File: config.mk
export PLATFORM = sky130hd
export DESIGN_NAME = list_walk_master
export DESIGN_NICKNAME = d
export VERILOG_FILES = /design/src/rtl/list_walk_master.sv
export SDC_FILE = /design/constraint.sdc
export NUM_CORES = 1
export LEC_CHECK = 0
export ABC_AREA = 1
export CAP_MARGIN = 20
export CORE_MARGIN = 4
export CORE_UTILIZATION = 48
export CTS_BUF_LIST = sky130_fd_sc_hd__clkbuf_16
export DETAILED_ROUTE_END_ITERATION = 10
export GPL_TIMING_DRIVEN = 0
export PLACE_DENSITY = 0.81
export SLEW_MARGIN = 30
export SYNTH_ARGS = -nofsm -noshare
export SYNTH_HDL_FRONTEND = slang
export SYNTH_SLANG_ARGS = --single-unit
File: constraint.sdc
create_clock -name clk -period 2.4 [get_ports clk]
set_input_delay 0.36 -clock clk [delete_from_list [all_inputs] [get_ports clk]]
set_output_delay 0.36 -clock clk [all_outputs]
set_load 0.02 [all_outputs]
File: src/rtl/list_walk_master.sv
// Bus master on the picorv32 native memory port: walks a singly linked list of {next, payload} nodes
// and streams each payload out. Optional bus timeout is enabled by defining LIST_WALK_TIMEOUT_EN.
module list_walk_master #(
    parameter int MAX_NODES      = 255,
    parameter int TIMEOUT_CYCLES = 1024
) (
    input  logic        clk,
    input  logic        resetn,
    input  logic        start,
    input  logic [31:0] start_addr,
    output logic        busy,
    output logic        done,
    output logic        error,
    output logic        limit_hit,
    output logic [15:0] node_count,
    output logic [31:0] data_out,
    output logic        data_valid,
    input  logic        data_ready,
    output logic        mem_valid,
    output logic        mem_instr,
    input  logic        mem_ready,
    output logic [31:0] mem_addr,
    output logic [31:0] mem_wdata,
    output logic [3:0]  mem_wstrb,
    input  logic [31:0] mem_rdata
);
    typedef enum logic [2:0] {IDLE, RD_NEXT, GAP_D, RD_DATA, EMIT, FIN} state_t;

    state_t      state_reg, state_next;
    logic [31:0] node_reg, link_reg, data_out_reg;
    logic [15:0] node_count_reg;
    logic        data_valid_reg, busy_reg, error_reg, limit_hit_reg;
    logic        timeout, handshake, last_node, start_ok;

    assign handshake = (state_reg == EMIT) && data_ready;
    assign last_node = ({1'b0, node_count_reg} + 17'd1) == 17'(MAX_NODES);
    assign start_ok  = (start_addr != 32'd0) && (start_addr[1:0] == 2'b00);

`ifdef LIST_WALK_TIMEOUT_EN
    localparam int TW = $clog2(TIMEOUT_CYCLES + 1);
    logic [TW-1:0] wait_reg;

    // Counts stalled request cycles; the idle gap between requests clears it.
    always_ff @(posedge clk) begin
        if (!resetn || !mem_valid || mem_ready) begin
            wait_reg <= '0;
        end else begin
            wait_reg <= wait_reg + 1'b1;
        end
    end
    assign timeout = mem_valid && !mem_ready && (wait_reg == TW'(TIMEOUT_CYCLES - 1));
`else
    assign timeout = 1'b0;
`endif

    always_ff @(posedge clk) begin
        if (!resetn) begin
            state_reg <= IDLE;
        end else begin
            state_reg <= state_next;
        end
    end

    always_comb begin
        state_next = state_reg;
        case (state_reg)
            IDLE: begin
                if (start) begin
                    state_next = start_ok ? RD_NEXT : FIN;
                end
            end
            RD_NEXT: begin
                if (mem_ready) begin
                    state_next = GAP_D;
                end else if (timeout) begin
                    state_next = FIN;
                end
            end
            GAP_D: state_next = RD_DATA;
            RD_DATA: begin
                if (mem_ready) begin
                    state_next = EMIT;
                end else if (timeout) begin
                    state_next = FIN;
                end
            end
            EMIT: begin
                if (data_ready) begin
                    if (link_reg == 32'd0 || link_reg[1:0] != 2'b00 || last_node) begin
                        state_next = FIN;
                    end else begin
                        state_next = RD_NEXT;
                    end
                end
            end
            FIN:     state_next = IDLE;
            default: state_next = IDLE;
        endcase
    end

    always_comb begin
        mem_valid = 1'b0;
        mem_addr  = node_reg;
        done      = 1'b0;
        case (state_reg)
            RD_NEXT: mem_valid = 1'b1;
            RD_DATA: begin
                mem_valid = 1'b1;
                mem_addr  = node_reg + 32'd4;
            end
            FIN:     done = 1'b1;
            default: ;
        endcase
    end

    always_ff @(posedge clk) begin
        if (!resetn) begin
            node_reg       <= '0;
            link_reg       <= '0;
            data_out_reg   <= '0;
            data_valid_reg <= 1'b0;
            node_count_reg <= '0;
            busy_reg       <= 1'b0;
            error_reg      <= 1'b0;
            limit_hit_reg  <= 1'b0;
        end else begin
            case (state_reg)
                IDLE: begin
                    if (start) begin
                        node_count_reg <= '0;
                        limit_hit_reg  <= 1'b0;
                        error_reg      <= |start_addr[1:0];
                        if (start_ok) begin
                            node_reg <= start_addr;
                            busy_reg <= 1'b1;
                        end
                    end
                end
                RD_NEXT: begin
                    if (mem_ready) begin
                        link_reg <= mem_rdata;
                    end else if (timeout) begin
                        error_reg <= 1'b1;
                    end
                end
                RD_DATA: begin
                    if (mem_ready) begin
                        data_out_reg   <= mem_rdata;
                        data_valid_reg <= 1'b1;
                    end else if (timeout) begin
                        error_reg <= 1'b1;
                    end
                end
                EMIT: begin
                    if (handshake) begin
                        data_valid_reg <= 1'b0;
                        if (node_count_reg != 16'hFFFF) begin
                            node_count_reg <= node_count_reg + 16'd1;
                        end
                        // Null link ends cleanly; a bad link or the node limit flags why the walk stopped.
                        if (link_reg == 32'd0) begin
                            error_reg <= 1'b0;
                        end else if (link_reg[1:0] != 2'b00) begin
                            error_reg <= 1'b1;
                        end else if (last_node) begin
                            limit_hit_reg <= 1'b1;
                        end else begin
                            node_reg <= link_reg;
                        end
                    end
                end
                FIN:     busy_reg <= 1'b0;
                default: ;
            endcase
        end
    end

    assign busy       = busy_reg;
    assign error      = error_reg;
    assign limit_hit  = limit_hit_reg;
    assign node_count = node_count_reg;
    assign data_out   = data_out_reg;
    assign data_valid = data_valid_reg;
    assign mem_instr  = 1'b0;
    assign mem_wdata  = 32'd0;
    assign mem_wstrb  = 4'd0;
endmodule
==> flow_metrics.env, run 1 <==
export IMPL_cp_data_required_time_ns=2.04
export IMPL_rows=42
export IMPL_grtUsageMet2=0.4170
export IMPL_tns_ns=-2.753
export IMPL_numPortBuffers=153
export IMPL_ant_nets=0
export IMPL_finalHoldViolations=0
export IMPL_cp_max_fo=3
export IMPL_cts_buffer_depth=2
export IMPL_maxCapViolCount=0
export IMPL_clock_sinks=119
export IMPL_relSlewSlack=0.5698
export IMPL_htreeDepth=4
export IMPL_synth_commonest_cells="nand2_1 (245), nor2_1 (143), dfxtp_1 (119)"
export IMPL_holdWs_ns=0.4065
export IMPL_synth_edff_count=0
export IMPL_yosysMostFrequentCell="nand2_1"
export IMPL_io_pins=192
export IMPL_dieArea_um2=15700
export IMPL_fin_skew_ns=0.008741
export IMPL_synth_top_cell_area_share=0.3607
export IMPL_wl_per_cell_um=14.83
export IMPL_drt_total_wl_mm=21.26
export IMPL_yosys_area_top_type="dfxtp_1"
export IMPL_core_area_um2=13350
export IMPL_gp_congestion=0.9045
export IMPL_synth_area_leaders="dfxtp_1 (36%), nand2_1 (14%), nor2_1 (8.1%)"
export IMPL_synthCells=1009
export IMPL_initial_utilization=0.4948
export IMPL_final_cells=1434
export IMPL_dpl_hpwl_mm=15.62
export IMPL_drt_iter0_markers=616
export IMPL_drive_above_1_share=0.1510
export IMPL_syn2layout_area_growth_pct=42.41
export IMPL_period_share=1.146
export IMPL_grt_overflow=0
export IMPL_end_kind="primary output"
export IMPL_violations="setup timing"
export IMPL_synth_seq_cells=119
export IMPL_dr_pass1_iters=5
export IMPL_finalCoreUtilization=0.7047
export IMPL_period_minus_slack_ns=2.750
export IMPL_fin_nets=1317
export IMPL_crit_arrival_ns=2.39
export IMPL_cts_buffers_inserted=17
export IMPL_outcome="finished with violations"
export IMPL_grt_met3_usage=0.06055
export IMPL_grt_busiest_layer="met2"
export IMPL_rsz0062_at_grt="true"
export IMPL_chipHeight_um=125.3
export IMPL_synth_avg_cell_area_um2=6.546
export IMPL_grt_pass1_wl_mm=32.82
export IMPL_yosysWarnings=0
export IMPL_setup_ws_ns=-0.3500
export IMPL_peakVddDrop_uv=490.9
export IMPL_clock_root_buffer="clkbuf_16"
export IMPL_total_power_w=0.01046
export IMPL_tightest_slew_ns=0.6453
export IMPL_power_density_nw_per_um2=1112
export IMPL_via_per_inst=5.110
export IMPL_clk_pin_slew_ns=0.06
export IMPL_first_global_vias=6637
export IMPL_die_width_um=125.3
export IMPL_ys_seq_area_frac=0.3607
export IMPL_drc=0
export IMPL_antenna_cells=0
export IMPL_worstSetupStartpointType="register"
export IMPL_max_clock_freq_ghz=0.3636
export IMPL_vias=7328
export IMPL_cts_hold_buf=0
export IMPL_clk_insertion_delay_late_ns=0.42
export IMPL_syn_area_um2=6605
export IMPL_p_leak_nw=4.090
export IMPL_track_usage=0.2548
export IMPL_yosysUniqueCellTypes=34
export IMPL_dp_cells=1374
export IMPL_cts_tree="done"
export IMPL_setup_viol=15
export IMPL_synth_async_reset_ratio=0
export IMPL_synth_flop_cell="dfxtp_1"
export IMPL_antenna_found_initial=0
export IMPL_met1_usage=0.3341
export IMPL_path_class="reg -> out"
export IMPL_grt_max_degree=17
export IMPL_hp_class="in -> reg"
export IMPL_slew_viol_final=0
[cells in the final DEF (no fill, tap or decap), types with 4 or more instances in the layout]
| cell | synthesis | routed |
|---|---|---|
| nand2_1 | 245 | 239 |
| nor2_1 | 143 | 135 |
| clkdlybuf4s50_1 | 0 | 122 |
| dfxtp_1 | 119 | 114 |
| inv_1 | 98 | 99 |
| a21oi_1 | 78 | 78 |
| buf_4 | 40 | 77 |
| nand3_1 | 65 | 62 |
| o21ai_0 | 60 | 60 |
| conb_1 | 1 | 37 |
| clkbuf_1 | 34 | 33 |
| xor2_1 | 29 | 26 |
| clkbuf_16 | 0 | 17 |
| a211oi_1 | 16 | 16 |
| nand4_1 | 16 | 16 |
| buf_6 | 6 | 14 |
| nor3_1 | 12 | 11 |
| nand2_2 | 5 | 10 |
| nor2_4 | 5 | 9 |
| nor2_2 | 4 | 8 |
| buf_2 | 3 | 7 |
| inv_2 | 6 | 5 |
| clkinv_4 | 0 | 5 |
| nor4_1 | 5 | 4 |
| clkbuf_2 | 0 | 4 |
| dlygate4sd2_1 | 0 | 4 |
[critical path: stages (launching register included)]
cell and delay, ns:
dfxtp_2 0.33, inv_2 0.05, nor2_4 0.11, nand2_4 0.11
buf_12 0.15, nor3_4 0.21, nand2_2 0.12, nor2_4 0.16
nand3_2 0.10, nor4_2 0.26, xor2_1 0.21, buf_4 0.17
[layout make-up]
| type | count | area (um^2) |
|---|---|---|
| Fill cell | 1150 | 3941 |
| Multi-Input combinational cell | 737 | 3591 |
| Sequential cell | 119 | 2396 |
| Timing Repair Buffer | 181 | 1697 |
| Buffer | 84 | 524.3 |
| Clock buffer | 17 | 425.4 |
| Inverter | 105 | 396.6 |
| Tap cell | 176 | 220.2 |
| Clock inverter | 15 | 156.4 |
[power breakdown]
group	total, W	switching (W)	internal [W]
logic	0.00496	0.00308	0.00188
clock network	0.00251	0.000979	0.00153
registers	0.00299	0.000476	0.00251
[through the flow]
| step | area [um^2] | setup WS, ns |
|---|---|---|
| after floorplan | 6740 | 0.06362 |
| after global placement | 8492 | -0.5316 |
| after detailed placement | 8492 | -0.5738 |
| after CTS | 9223 | -0.3667 |
| after global routing | 9407 | -0.4196 |
| final | 9407 | -0.3500 |
[routing by layer]
layer | vias up | wire [um] | share of wire
met2 | 374 | 9869 | 0.46
met4 | 0 | 430 | 0.020
met3 | 36 | 1847 | 0.087
met1 | 3298 | 9115 | 0.43
met5 | - | 0 | 0
li1 | 3620 | - | -
[final timing paths]
check | slack [ns] | cells after the start | to | from
setup / recovery | -0.35 | 11 | mem_addr[28] | state_reg[0]
hold reg to reg | 0.44 | 2 | node_reg[1] | node_reg[1]
hold / removal | 0.41 | 3 | data_out[0] | mem_ready
setup reg to reg | 0.06 | 15 | node_reg[15] | node_count[1]
[cells by family (layout without fill, tap and decap cells)]
group,after synthesis,after routing,synth area share
fa+ha+maj,3,3,0.005684
other cells,1,37,0.0005677
xor+xnor,29,29,0.03845
buf+inv,189,402,0.1375
simple gates,509,509,0.3283
compound gates,159,159,0.1288
flops,119,119,0.3607
[what timing repair did]
item,4_1_cts,5_1_grt
resized for setup,130,46
pin swaps,15,20
setup endpoints to repair,61,62
buffers inserted,16,13
Note: power is estimated with default switching activity, not from simulation.
==> run 2: changes to the inputs <==
CTS_CLUSTER_SIZE = 16   (was default)
==> results of run 2 <==
No change in the layout: final DEF, timing and power equal those of run 1.
==> run 3: changes to the inputs <==
--- a/config.mk
+++ b/config.mk
@@ -14,4 +14,5 @@
 export DETAILED_ROUTE_END_ITERATION = 10
 export GPL_TIMING_DRIVEN = 0
+export HOLD_SLACK_MARGIN = 0.02
 export PLACE_DENSITY = 0.81
 export SLEW_MARGIN = 30
==> constraint.sdc (replaced) <==
create_clock -name clk -period 2.4 [get_ports clk]
set_input_delay 0.36 -clock clk [delete_from_list [all_inputs] [get_ports clk]]
set_output_delay 0.36 -clock clk [all_outputs]
set_load 0.01 [all_outputs]
==> run 3 against run 2 <==
The flow still finishes with violations (setup timing). Via count up 0.70%. Flip-flop and latch count did not move. Non-clock buffer count rose by 6. Sequential power about the same. Utilization increased by 0.38 points. Final area increased by 0.53%.
==> flow_metrics.env, run 3 (same netlist as run 1, synthesis figures left out) <==
export IMPL_outcome="finished with violations"
export IMPL_violations="setup timing"
export IMPL_fillerInstances=1134
export IMPL_whs_endpoint="data_out[0]"
export IMPL_clock_sinks=119
export IMPL_setup_viol=14
export IMPL_end_kind="primary output"
export IMPL_fin_nets=1323
export IMPL_relSlewSlack=0.5824
export IMPL_drt_total_wl_mm=21.48
export IMPL_seqCellArea_um2=2397
export IMPL_path_class="reg -> out"
export IMPL_multi_input_area_um2=3631
export IMPL_crit_path_top_delay_cell="dfxtp_2"
export IMPL_track_usage=0.2581
export IMPL_maxCapViolCount=0
export IMPL_clk_pin_slew_ns=0.06
export IMPL_dr_pass1_iters=6
export IMPL_chipHeight_um=125.3
export IMPL_cts_buffer_depth=2
export IMPL_drc=0
export IMPL_period_minus_slack_ns=2.721
export IMPL_setup_ws_ns=-0.3208
export IMPL_holdPathStages=3
export IMPL_final_common_cell="nand2_1"
export IMPL_crit_chain="inv_2, nor2_4, nand2_4, buf_4, nor3_4, nand4_1, nor2_2, nand2_2, nor2_4, buf_4, xor2_1, buf_2"
export IMPL_reg2reg_depth=15
export IMPL_clk_insertion_delay_late_ns=0.42
export IMPL_grt_max_degree=17
export IMPL_via_per_inst=5.124
export IMPL_layout_common_cells="nand2_1 (240), nor2_1 (134), clkdlybuf4s50_1 (123), dfxtp_1 (111), inv_1 (99)"
export IMPL_r2r_end="node_reg[15]"
export IMPL_die_width_um=125.3
export IMPL_slew_viol_final=0
export IMPL_cts_buffers_inserted=17
export IMPL_power_density_nw_per_um2=1070
export IMPL_p_leak_nw=4.144
export IMPL_r2r_start="node_count[0]"
export IMPL_htreeDepth=4
export IMPL_rows=42
export IMPL_cts_hold_buf=0
export IMPL_syn2layout_area_growth_pct=43.17
export IMPL_antenna_found_initial=0
export IMPL_io_pins=192
export IMPL_dpl_hpwl_mm=15.62
export IMPL_rrSetupSlack_ns=0.10
export IMPL_wl_per_cell_um=14.91
export IMPL_antenna_cells=0
export IMPL_cts_tree="done"
export IMPL_period_share=1.134
export IMPL_postPlaceCellArea_um2=8492
export IMPL_worstSetupStartpointType="register"
export IMPL_dieArea_um2=15700
export IMPL_grt_pass1_wl_mm=33.24
export IMPL_vias=7379
export IMPL_crit_arrival_ns=2.36
export IMPL_min_delay_start="mem_ready"
export IMPL_holdWs_ns=0.4044
export IMPL_core_area_um2=13350
export IMPL_hp_class="in -> reg"
export IMPL_finalHoldViolations=0
export IMPL_grt_overflow=0
export IMPL_peakVddDrop_uv=479.5
export IMPL_initial_utilization=0.4948
export IMPL_first_global_vias=6710
export IMPL_gp_congestion=0.9045
export IMPL_fin_area_um2=9457
export IMPL_ant_nets=0
export IMPL_cp_data_required_time_ns=2.04
export IMPL_max_clock_freq_ghz=0.3675
export IMPL_fin_skew_ns=0.007288
export IMPL_rsz0062_at_grt="true"
export IMPL_numPortBuffers=153
export IMPL_tightest_slew_ns=0.6265
export IMPL_clock_root_buffer="clkbuf_16"
export IMPL_cpPeakStageDelay_ns=0.33
export IMPL_drive_above_1_share=0.1566
export IMPL_drt_iter0_markers=627
export IMPL_cp_max_fo=3
[run 3: area by class of cell]
type	instances	area share
inverters	105	0.04194
well taps	176	0.02329
clock inverters	15	0.01654
repair buffers	187	0.1803
clock buffers	17	0.04499
multi-input cells	737	0.3840
flip-flops and latches	119	0.2535
plain buffers	84	0.05544
[run 3: per-stage QoR]
stage | std cells | utilization | setup TNS, ns | setup WS [ns] | power, W
finish | 1440 | 0.7085 | -2.836 | -0.3208 | 0.01012
global route | 1440 | 0.7085 | -4.216 | -0.3810 | 0.01079
CTS | 1427 | 0.6938 | -3.391 | -0.3458 | 0.009928
detailed placement | 1374 | 0.6362 | -10.64 | -0.5059 | 0.007422
global placement | 1374 | 0.6362 | -8.559 | -0.4638 | 0.007308
floorplan | 1045 | - | 0 | 0.2545 | 0.005807
[run 3: routing by layer]
metal / wire length (um) / part of all wire / vias to the layer above / track usage
met5: 0 / 0 / - / 0
met4: 495 / 0.023 / 0 / 0.08163
met3: 1818 / 0.085 / 38 / 0.06525
met2: 9960 / 0.46 / 345 / 0.4227
met1: 9202 / 0.43 / 3359 / 0.3355
li1: - / - / 3637 / -
[run 3: report_power, final]
part,total [W],switching [W],internal [W]
logic,0.00463,0.00280,0.00183
registers,0.00299,0.000476,0.00252
clock network,0.00250,0.000974,0.00153
[run 3: worst max-delay path by stage]
stage | startpoint | endpoint | cells after the start
final | state_reg[0] | mem_addr[22] | 12
after global routing | state_reg[0] | mem_addr[31] | 13
after CTS | state_reg[0] | mem_addr[29] | 13
after detailed placement | state_reg[2] | mem_addr[29] | 11
after global placement | state_reg[2] | mem_addr[29] | 11
after floorplan | state_reg[0] | mem_addr[29] | 11
[run 3: worst max-delay path, delay by kind of cell (launching register included)]
family	cells	cell delay, ns
buffers and inverters	4	0.51
XOR/XNOR	1	0.17
flip-flops	1	0.33
AND/OR/NAND/NOR	7	0.92
[run 3: repair_timing]
action,4_1_cts,5_1_grt
setup buffers,21,14
endpoints found under the hold margin,0,0
endpoints found under the setup margin,61,61
pin swaps,19,20
resized for setup,123,33
gates cloned,0,0
